`src/rtl/ex_muldiv_unit.sv`:
```
// Iterative multiply/divide unit for the EX stage; owns the HI/LO registers.
// Optional early termination of multiplies is enabled by defining MULDIV_EARLY_OUT_EN.
module ex_muldiv_unit #(
  parameter int N = 32
) (
  input  logic         clock,
  input  logic         reset,
  input  logic         start,
  input  logic [1:0]   op,
  input  logic [N-1:0] inA,
  input  logic [N-1:0] inB,
  input  logic         cancel,
  input  logic         hi_we,
  input  logic         lo_we,
  input  logic [N-1:0] wdata,
  output logic         busy,
  output logic         done,
  output logic [N-1:0] hi,
  output logic [N-1:0] lo
);

  localparam int CW = $clog2(N);

  typedef enum logic [1:0] {IDLE, CALC, FIX} state_t;

  state_t         state, state_next;
  logic           div_q;
  logic           sign_a, sign_b;
  logic [N-1:0]   a_q;      // dividend magnitude, shifted out msb-first
  logic [N-1:0]   b_q;      // multiplier (shifts right) or divisor (static)
  logic [2*N-1:0] acc;      // product, or {remainder, quotient}
  logic [2*N-1:0] mcand;
  logic [CW-1:0]  cnt;

  // Operand magnitudes; op[0]==0 selects the signed variants.
  logic         a_neg, b_neg;
  logic [N-1:0] a_abs, b_abs;

  assign a_neg = ~op[0] & inA[N-1];
  assign b_neg = ~op[0] & inB[N-1];
  assign a_abs = a_neg ? -inA : inA;
  assign b_abs = b_neg ? -inB : inB;

  // One restoring-division step: bring in the next dividend bit and trial-subtract.
  logic [N:0]     rem_shift, diff;
  logic           fits;
  logic [2*N-1:0] div_acc_next, mul_acc_next;

  assign rem_shift    = {acc[2*N-1:N], a_q[N-1]};
  assign diff         = rem_shift - {1'b0, b_q};
  assign fits         = rem_shift >= {1'b0, b_q};
  assign div_acc_next = fits ? {diff[N-1:0], acc[N-2:0], 1'b1}
                             : {rem_shift[N-1:0], acc[N-2:0], 1'b0};
  assign mul_acc_next = b_q[0] ? acc + mcand : acc;

  logic early_out;
`ifdef MULDIV_EARLY_OUT_EN
  assign early_out = ~div_q & (b_q == '0);
`else
  assign early_out = 1'b0;
`endif

  // Final sign fix-up. A zero divisor leaves the quotient all ones and the
  // remainder equal to |inA|, so restoring the dividend sign yields raw inA.
  logic [2*N-1:0] prod;
  logic [N-1:0]   fix_hi, fix_lo;
  logic           div_zero;

  assign prod     = (sign_a ^ sign_b) ? -acc : acc;
  assign div_zero = (b_q == '0);

  always_comb begin
    // NOTE: every output of a combinational block gets a default first so no latch is inferred.
    fix_hi = prod[2*N-1:N];
    fix_lo = prod[N-1:0];
    if (div_q) begin
      fix_hi = sign_a ? -acc[2*N-1:N] : acc[2*N-1:N];
      if (div_zero)
        fix_lo = '1;
      else
        fix_lo = (sign_a ^ sign_b) ? -acc[N-1:0] : acc[N-1:0];
    end
  end

  // State register.
  always_ff @(posedge clock) begin
    // NOTE: sequential state uses non-blocking assignments so all registers update together.
    if (!reset) state <= IDLE;
    else        state <= state_next;
  end

  // Next-state logic; cancel beats start in IDLE and aborts any busy state.
  always_comb begin
    state_next = state;
    case (state)
      IDLE: if (start && !cancel) state_next = CALC;
      CALC: begin
        if (cancel)                                  state_next = IDLE;
        else if (early_out || cnt == CW'(N - 1))     state_next = FIX;
      end
      FIX:     state_next = IDLE;
      default: state_next = IDLE;
    endcase
  end

  // Outputs decoded from state.
  always_comb begin
    busy = (state != IDLE);
  end

  // Datapath and architectural HI/LO.
  always_ff @(posedge clock) begin
    if (!reset) begin
      div_q  <= 1'b0;
      sign_a <= 1'b0;
      sign_b <= 1'b0;
      a_q    <= '0;
      b_q    <= '0;
      acc    <= '0;
      mcand  <= '0;
      cnt    <= '0;
      hi     <= '0;
      lo     <= '0;
      done   <= 1'b0;
    end else begin
      done <= 1'b0;
      case (state)
        IDLE: begin
          if (hi_we) hi <= wdata;
          if (lo_we) lo <= wdata;
          if (start && !cancel) begin
            div_q  <= op[1];
            sign_a <= a_neg;
            sign_b <= b_neg;
            a_q    <= a_abs;
            b_q    <= b_abs;
            mcand  <= {{N{1'b0}}, a_abs};
            acc    <= '0;
            cnt    <= '0;
          end
        end
        CALC: begin
          if (!cancel && !early_out) begin
            cnt <= cnt + CW'(1);
            if (div_q) begin
              acc <= div_acc_next;
              a_q <= a_q << 1;
            end else begin
              acc   <= mul_acc_next;
              mcand <= mcand << 1;
              b_q   <= b_q >> 1;
            end
          end
        end
        FIX: begin
          if (!cancel) begin
            hi   <= fix_hi;
            lo   <= fix_lo;
            done <= 1'b1;
          end
        end
        default: ;
      endcase
    end
  end

endmodule

```
`config.mk`:
```
export PLATFORM = sky130hd
export DESIGN_NAME = ex_muldiv_unit
export DESIGN_NICKNAME = d
export VERILOG_FILES = /design/src/rtl/ex_muldiv_unit.sv
export SDC_FILE = /design/constraint.sdc
export NUM_CORES = 1
export LEC_CHECK = 0
export CORE_UTILIZATION = 54
export DETAILED_ROUTE_END_ITERATION = 10
export PLACE_DENSITY = 0.78
export SKIP_LAST_GASP = 1
export SYNTH_ARGS = -nofsm -noshare
export SYNTH_HDL_FRONTEND = slang
export SYNTH_SLANG_ARGS = --single-unit
```
`constraint.sdc`:
```
create_clock -name clock -period 3.3 [get_ports clock]
set_clock_uncertainty 0.15 [all_clocks]
set_input_delay 0.825 -clock clock [delete_from_list [all_inputs] [get_ports clock]]
set_output_delay 0.825 -clock clock [all_outputs]
set_load 0.02 [all_outputs]
```
# Yosys cells after proc, flatten, opt, wreduce, memory -nomap -nowiden
# Cells that the tools add are included.
# word_totals
regBits	267
wordCells	93
output_inout_bits	66
# op_classes
n_addsub	8
reduce_logical	16
n_mux	40
n_eq_ne	12
magnitude_cmp	1
bitwise	4
# op_table
cell	n
two-way mux 64 bit	9
two-way mux 32 bit	17
one-hot mux 32 bit (2 select lines)	4
one-hot mux 64 bit (2 select lines)	2
negator 32 bit	4
adder 64 bit	1
negator 64 bit	1
greater-or-equal comparator 33 x 32 -> 1 bit	1
zero test 32 bit	1
subtractor 32 bit	1
!= test 2 bit (second input constant)	7
AND reduction 4 bit	3
two-way mux 5 bit	2
one-hot mux 5 bit (2 select lines)	1
AND reduction 3 bit	3
two-way mux 2 bit	3
!= test 3 bit (second input constant)	2
AND reduction 2 bit	3
nonzero test 2 bit	3
adder 5 x 1 -> 5 bit (second input constant)	1
equality test 5 bit (second input constant)	1
one-hot mux 2 bit (2 select lines)	1
AND 1 bit	2
equality test 2 x 1 -> 1 bit (second input constant)	1
7 further kinds	7

# Depth between registers and ports, before layout
# Gate-level depths: netlist (run 1).
# logic_depth
word_depth	6
depth_mapped	15
mapped_depth_nobuf	14

# Worst setup path after synthesis (run 1)
# Ideal clock, no wire load.
# synth_timing
path_kind	register to register
from	reg acc[0]
to	reg acc[42]
setup_slack_ns	-0.275
arrival_ns	3.289
stages_incl_launch_ff	14
t_required_ns	3.014
setup_ns	0.136
cell_sequence	dfxtp_1 -> ha_1 -> inv_1 -> fa_1 -> nand2b_1 -> a21o_1 -> a2111o_1 -> a21bo_2 -> a2111oi_0 -> nor2_1 -> o21bai_1 -> a21oi_1 -> o311ai_0 -> nand3_1
# synth_via
elab_chain_len	5
# synth_rtl
element	line	text
start: declaration	31	logic [2*N-1:0] acc;
start signal: assignment	146	acc <= div_acc_next;
start signal: assignment	149	acc <= mul_acc_next;
adder 64 bit	54	assign mul_acc_next = b_q[0] ? acc + mcand : acc;
two-way mux 64 bit	54	
two-way mux 64 bit	145	if (div_q) begin
two-way mux 64 bit	143	if (!cancel && !early_out) begin
one-hot mux 64 bit (2 select lines)	127	case (state)
# Every way passes these cells. The select of a mux whose other input is x is not followed.
# A chain may end at the register's enable or synchronous reset.

# Final worst setup path (run 1)
# layout_timing
from	reg acc[0]
to	reg acc[30]
# Same word-level chain as after synthesis.

==> flow_summary.toml, run 1 <==
[job]
drv_cap = 0

[final_layout]
layout.cells.non_filler = 3439
drive_gt1_frac = 0.165
diodes = 0
area_growth_syn_to_layout_pct = 30.6
fin_nets = 3169

[sta]
fin_crit_ps = 3430
max_freq_ghz = 0.291
grt_setup_unrepaired = "true"
fin_crit_sh = 1.04
max_slew_margin = 0.244
setup_viol = 15
tightest_slew_ps = 1130
drv_slew = 0
hold_viol = 0
worst_slack_ps = -131

[worst_hold_path]
whs_endpoint = "a_q[1]"
hold_class = "reg -> reg"
min_from = "a_q[1]"
min_path_cells = 2

[drt]
route.detailed.drc = 0
wl_per_cell_um = 21.6
viasPerCell = 6.38
detail-route-antenna-nets = 0
drtIter0Drc = 2152
firstDrtPassIters = 6
vias = 21926
drt_wl_total_um = 74200

[critical_path]
slowest_delay_ps = 430
r2r_cells = 15
slowest_stage = "a2111o_1"
r2r-end = "acc[30]"
cp-start-kind = "flop"
cp_max_fo = 3
required_ps = 3640
path_class = "reg -> reg"
crit_chain = "ha_4, inv_2, fa_2, nand2b_4, a21o_1, a2111o_1, a21bo_2, a2111oi_4, buf_6, nor2_4, o21bai_4, buf_6, xnor2_1, o21ai_1, a22o_1"
endpoint_kind = "flop"
crit_path_frequent_cell = "buf_6"
rrSetupSlack_ps = -130
r2r-start = "acc[0]"
cp_data_arrival_time_ps = 3780

[global_route]
antenna_found_initial = 1
grt_pass1_wl_um = 112000
grt.overflow.total = 0
grt_pass1_vias = 20917
grtUsageTotal = 0.395
grt_max_degree = 71

[yosys]
ys_warn_count = 0
synth_top_flop_cell = "dfxtp_1"
synth_edf_count = 0
synth_nets = 2824
synth-seq-cells = 267
avgSynthCellArea_um2 = 7.31
syn-instance-count = 2617
netlist_area_um2 = 19100
async_flop_share = 0
yosysSeqAreaShare = 0.279
ys_types = 72

[clock_tree]
path_clk_slew_ps = 60
htree_levels = 1
numCtsBuffers = 31
cts_tree = "done"
hold_buffers = 0
cts.sinks = 267
clockRootBuffer = "clkbuf_16"
clock_latency_ps = 610
cts.path.max_buffers = 3

[power]
finalPower_mw = 9.29
powerDensity_nw_per_um2 = 372
power_leakage_nw = 10.2
vdd_drop_max_v = 0.000514

[floorplanning]
die_h_um = 190
num_rows = 68
die-area_um2 = 36200
start_util = 0.551
coreArea_um2 = 34700
dieWidth_um = 190
top_level_ports = 170

[place]
portBuffers = 169
dp.cells = 3369
dpl.hpwl_um = 55600
gp_congestion = 1.00

[run_status]
status = "finished, violations left"
violations = "setup timing"
power by group:
group	switching [mW]	leakage, nW	internal, mW
Clock	1.51	0.519	2.17
Combinational	1.22	7.50	0.901
Sequential	0.121	2.18	3.37
Total	2.85	10.2	6.44
metal layers:
layer,share of wire,up-vias,track usage
met5,0,-,0
met4,0.057,0,0.193
met3,0.074,266,0.0585
met2,0.48,1036,0.685
met1,0.39,10402,0.475
li1,-,10222,-
flip-flops by register name, indices dropped and copies added, names as in the netlist:
register and cells:
sign_b 1, sign_a 1, done 1, state 2, div_q 1, b_q 32, hi 32, cnt 5
lo 32, mcand 64, a_q 32, acc 64
cell type report:
| class | count | area (um2) |
|---|---|---|
| clock buffers | 40 | 870 |
| well taps | 455 | 569 |
| multi-input cells | 2101 | 13600 |
| flip-flops and latches | 267 | 5360 |
| inverters | 80 | 303 |
| clock inverters | 15 | 200 |
| fillers | 2861 | 9720 |
| repair buffers | 481 | 4140 |
per-stage QoR:
step | cell area [um2] | util | hold slack (ps) | TNS [ps] | setup WS [ps]
floorplan | 19200 | - | 282 | -38.6 | -38.6
global placement | 23200 | 0.667 | 293 | -8780 | -338
detailed placement | 23200 | 0.667 | 307 | -12090 | -413
CTS | 24500 | 0.706 | 318 | -1190 | -151
global route | 25000 | 0.720 | 333 | -3360 | -192
finish | 25000 | 0.720 | 314 | -947 | -131
critical path: cells and delay by family, from the launching register on:
family / cells / cell delay [ps]
flip-flops: 1 / 360
XOR/XNOR: 1 / 110
AO/OA/AOI/OAI: 7 / 1620
adder cells (fa/ha/maj): 2 / 500
AND/OR/NAND/NOR: 2 / 210
buffers and inverters: 3 / 370
cell usage after synthesis (5+ instances only):
cell      count  share of area
nor3_1       49          0.013
or2_2         5         0.0016
nand2_1     243          0.048
o41ai_1      10         0.0046
a32oi_1       5         0.0023
nor4_1       28         0.0092
a21oi_1     376          0.098
o21ai_0     228          0.060
a211oi_1     49          0.019
nand3b_1      6         0.0024
nand3_1      48          0.013
o21a_1        5         0.0020
o31ai_1      38          0.015
nand2b_1     23         0.0075
o211ai_1     19         0.0075
dfxtp_1     267           0.28
o21bai_1     19         0.0075
and3_1       18         0.0059
xnor2_1     116          0.053
mux2i_1      10         0.0052
and2_1       11         0.0036
a21boi_0      8         0.0031
or3_1        20         0.0065
inv_1        80          0.016
a21o_1       47          0.018
o221ai_1     32          0.015
a311oi_1     10         0.0046
nor2b_1      16         0.0052
ha_1        101          0.066
xor2_1       82          0.038
nand4_1      30         0.0098
clkbuf_1    156          0.031
a22oi_1      70          0.027
a31oi_1      20         0.0065
or4_1         9         0.0035
nor2_1      279          0.055
a221o_1       6         0.0031
buf_1        11         0.0022
nor3b_1       5         0.0020
a211o_1       8         0.0037
logic make-up after synthesis:
kind of cell | share of synthesized area
flops | 0.279
simple gates | 0.193
fa+ha+maj | 0.0681
compound gates | 0.315
mux | 0.00523
xor+xnor | 0.0906
buf+inv | 0.0490
cell usage in the layout (no fill, tap or decap), drive strengths merged, types with 8 or more instances in the layout:
| cell | count |
|---|---|
| nor2 | 279 |
| nor2b | 16 |
| a22oi | 70 |
| nand2 | 243 |
| o221ai | 32 |
| ha | 101 |
| buf | 312 |
| nand2b | 23 |
| a211o | 8 |
| xnor2 | 116 |
| clkdlybuf4s50 | 168 |
| mux2i | 10 |
| a31oi | 20 |
| nor4 | 28 |
| xor2 | 82 |
| a311oi | 10 |
| and3 | 18 |
| nor3 | 49 |
| inv | 81 |
| nand4 | 30 |
| a21boi | 8 |
| nand3 | 48 |
| o31ai | 38 |
| clkbuf | 41 |
| a211oi | 49 |
| dfxtp | 267 |
| or4 | 10 |
| or3 | 21 |
| o21bai | 19 |
| a21oi | 376 |
| o211ai | 19 |
| o41ai | 11 |
| a21o | 47 |
| o21ai | 231 |
| and2 | 11 |
worst max path at each step:
stage	startpoint	to	slack, ps	cells after the start
2_1_floorplan	acc[0]	acc[42]	-40	13
3_3_place_gp	inA[1]	a_q[30]	-340	13
3_5_place_dp	inA[1]	a_q[30]	-410	13
4_1_cts	acc[0]	acc[50]	-150	14
5_1_grt	acc[0]	acc[30]	-190	15
6_report	acc[0]	acc[30]	-130	15
repair_timing:
item,4_1_cts,5_1_grt
setup endpoints to repair,42,68
cloned,0,1
resized for setup,55,90
setup buffers,9,7
pin swaps,27,45
Note: power is estimated with default switching activity, not from simulation.
==> inputs of run 2 (changes only) <==
--- a/config.mk
+++ b/config.mk
@@ -7,6 +7,7 @@
 export LEC_CHECK = 0
 export CORE_UTILIZATION = 54
 export DETAILED_ROUTE_END_ITERATION = 10
+export MAX_ROUTING_LAYER = met4
 export PLACE_DENSITY = 0.78
 export SKIP_LAST_GASP = 1
 export SYNTH_ARGS = -nofsm -noshare
==> run 2 against run 1 <==
Compared with the run above:
- the flow still finishes with violations (setup timing)
- count of clock-buffer cells in the layout rose by 1
- power up 0.79%
- die area is the same
- register-to-register slack about the same
- routed wire length fell by 0.76%
- sequential power about the same
- clock power is 1% higher
- maximum frequency decreased by 0.31%
- via count decreased by 0.86%
- sequential share of layout area decreased by 0.24 points
- largest cell class unchanged
==> flow_summary.toml, run 2 (synthesis results as in run 1) <==
[final_layout]
fin_nets = 3197
area_growth_syn_to_layout_pct = 32.0
final_cell_mix = "a21oi_1 (362), buf_4 (324), nor2_1 (275)"
drive_gt1_frac = 0.172
top_regs = "acc (64), mcand (64)"
layout.cells.non_filler = 3469
layout_commonest_cell = "a21oi_1"
num-fill-cells = 2838
diodes = 0

[sta]
max_slew_margin = 0.226
final.setup.tns_ps = -1340
grt_setup_unrepaired = "true"
hold_viol = 0
fin_crit_sh = 1.04
whs_ps = 313
tightest_slew_ps = 1150
worst_slack_ps = -142
setup_viol = 20
drv_slew = 0
fin_crit_ps = 3440
max_freq_ghz = 0.291

[worst_hold_path]
whs_endpoint = "a_q[1]"
hold_class = "reg -> reg"
min_from = "a_q[1]"
min_path_cells = 2

[power]
power_frac_comb = 0.230
swShare = 0.303
switching_power_mw = 2.84
pwr-share-clk = 0.397
vdd_drop_max_v = 0.000480
powerDensity_nw_per_um2 = 371
power_frac_seq = 0.373
p_int_mw = 6.53
power_leakage_nw = 10.3

[drt]
wl_per_cell_um = 21.2
drtIter0Drc = 2076
vias = 21737
met3_length_um = 4820
drt-met1-wl_um = 29200
viasPerCell = 6.27
route.met2.wl_um = 35500
route.detailed.drc = 0
drt_wl_total_um = 73700
dr.max_layer_used = "met4"
detail-route-antenna-nets = 0
firstDrtPassIters = 5

[critical_path]
rrSetupSlack_ps = -140
cp_data_arrival_time_ps = 3780
cp-start-kind = "flop"
endpoint_kind = "flop"
r2r-end = "acc[30]"
r2r_cells = 15
r2r-start = "acc[0]"
required_ps = 3640
path_class = "reg -> reg"
cp_max_fo = 4

[global_route]
grt_max_degree = 102
grt_pass1_wl_um = 113000
antenna_found_initial = 0
grt.overflow.total = 0
grt_pass1_vias = 20904
grtUsageTotal = 0.406

[floorplanning]
num_rows = 68
coreArea_um2 = 34700
dieWidth_um = 190
die-area_um2 = 36200
top_level_ports = 170
start_util = 0.551
die_h_um = 190

[job]
drv_cap = 0

[clock_tree]
htree_levels = 1
clockRootBuffer = "clkbuf_16"
cts.sinks = 267
numCtsBuffers = 30
cts_tree = "done"
hold_buffers = 0
cts.path.max_buffers = 3
path_clk_slew_ps = 60
clock_latency_ps = 600

[run_status]
status = "finished, violations left"
violations = "setup timing"

[place]
dp.cells = 3397
gp_congestion = 1.05
dpl.hpwl_um = 55800
portBuffers = 169
place_ws_ps = -396
==> run 2: per-layer routing <==
metal	vias up	GRT usage
met5	-	-
met2	892	0.678
li1	10298	-
met4	0	0.211
met3	240	0.0537
met1	10307	0.477
==> run 2: worst max path at each step <==
stage	cells after the start	slack, ps	end	from
global placement	13	-340	a_q[30]	inA[1]
CTS	14	-140	acc[50]	acc[0]
floorplan	13	-40	acc[42]	acc[0]
detailed placement	13	-400	a_q[30]	inA[1]
finish	15	-140	acc[30]	acc[0]
global route	15	-250	acc[30]	acc[0]
==> run 2: final cells by class <==
cell class	count	area (um2)	share of cell area
Multi-Input combinational cell	2101	13600	0.537
Sequential cell	267	5350	0.212
Timing Repair Buffer	510	4360	0.173
Clock buffer	41	862	0.0341
Tap cell	455	569	0.0225
Inverter	80	303	0.0120
Clock inverter	15	235	0.00931
==> run 2: repair_timing <==
action                                  4_1_cts  5_1_grt
endpoints found under the setup margin       40       68
pin swaps                                    34       65
resized for setup                            55       94
hold endpoints to repair                      0        0
setup buffers                                 6       12
==> run 2: critical path, cell delays in order (launching register included) <==
cell,delay (ps)
dfxtp_2,360
ha_4,140
inv_2,40
fa_2,350
nand2b_4,150
a21o_1,170
a2111o_1,420
a21bo_2,240
a2111oi_4,300
buf_6,180
nor2_4,70
o21bai_4,220
buf_6,160
xnor2_2,110
o21ai_1,70
a22o_1,190
==> run 2: power groups by stage <==
stage | clock, mW | sequential, mW | combinational (mW)
after floorplan | 0 | 3.58 | 1.09
after global placement | 0 | 3.55 | 1.97
after detailed placement | 0 | 3.56 | 2.00
after CTS | 3.75 | 3.49 | 2.05
after global routing | 3.87 | 3.51 | 2.32
final | 3.72 | 3.49 | 2.15
==> run 2: metrics by stage <==
step	util	instance area, um2	power [mW]
2_1_floorplan	-	19200	4.67
3_3_place_gp	0.674	23400	5.52
3_5_place_dp	0.674	23400	5.56
4_1_cts	0.712	24700	9.28
5_1_grt	0.728	25300	9.69
6_report	0.728	25300	9.37
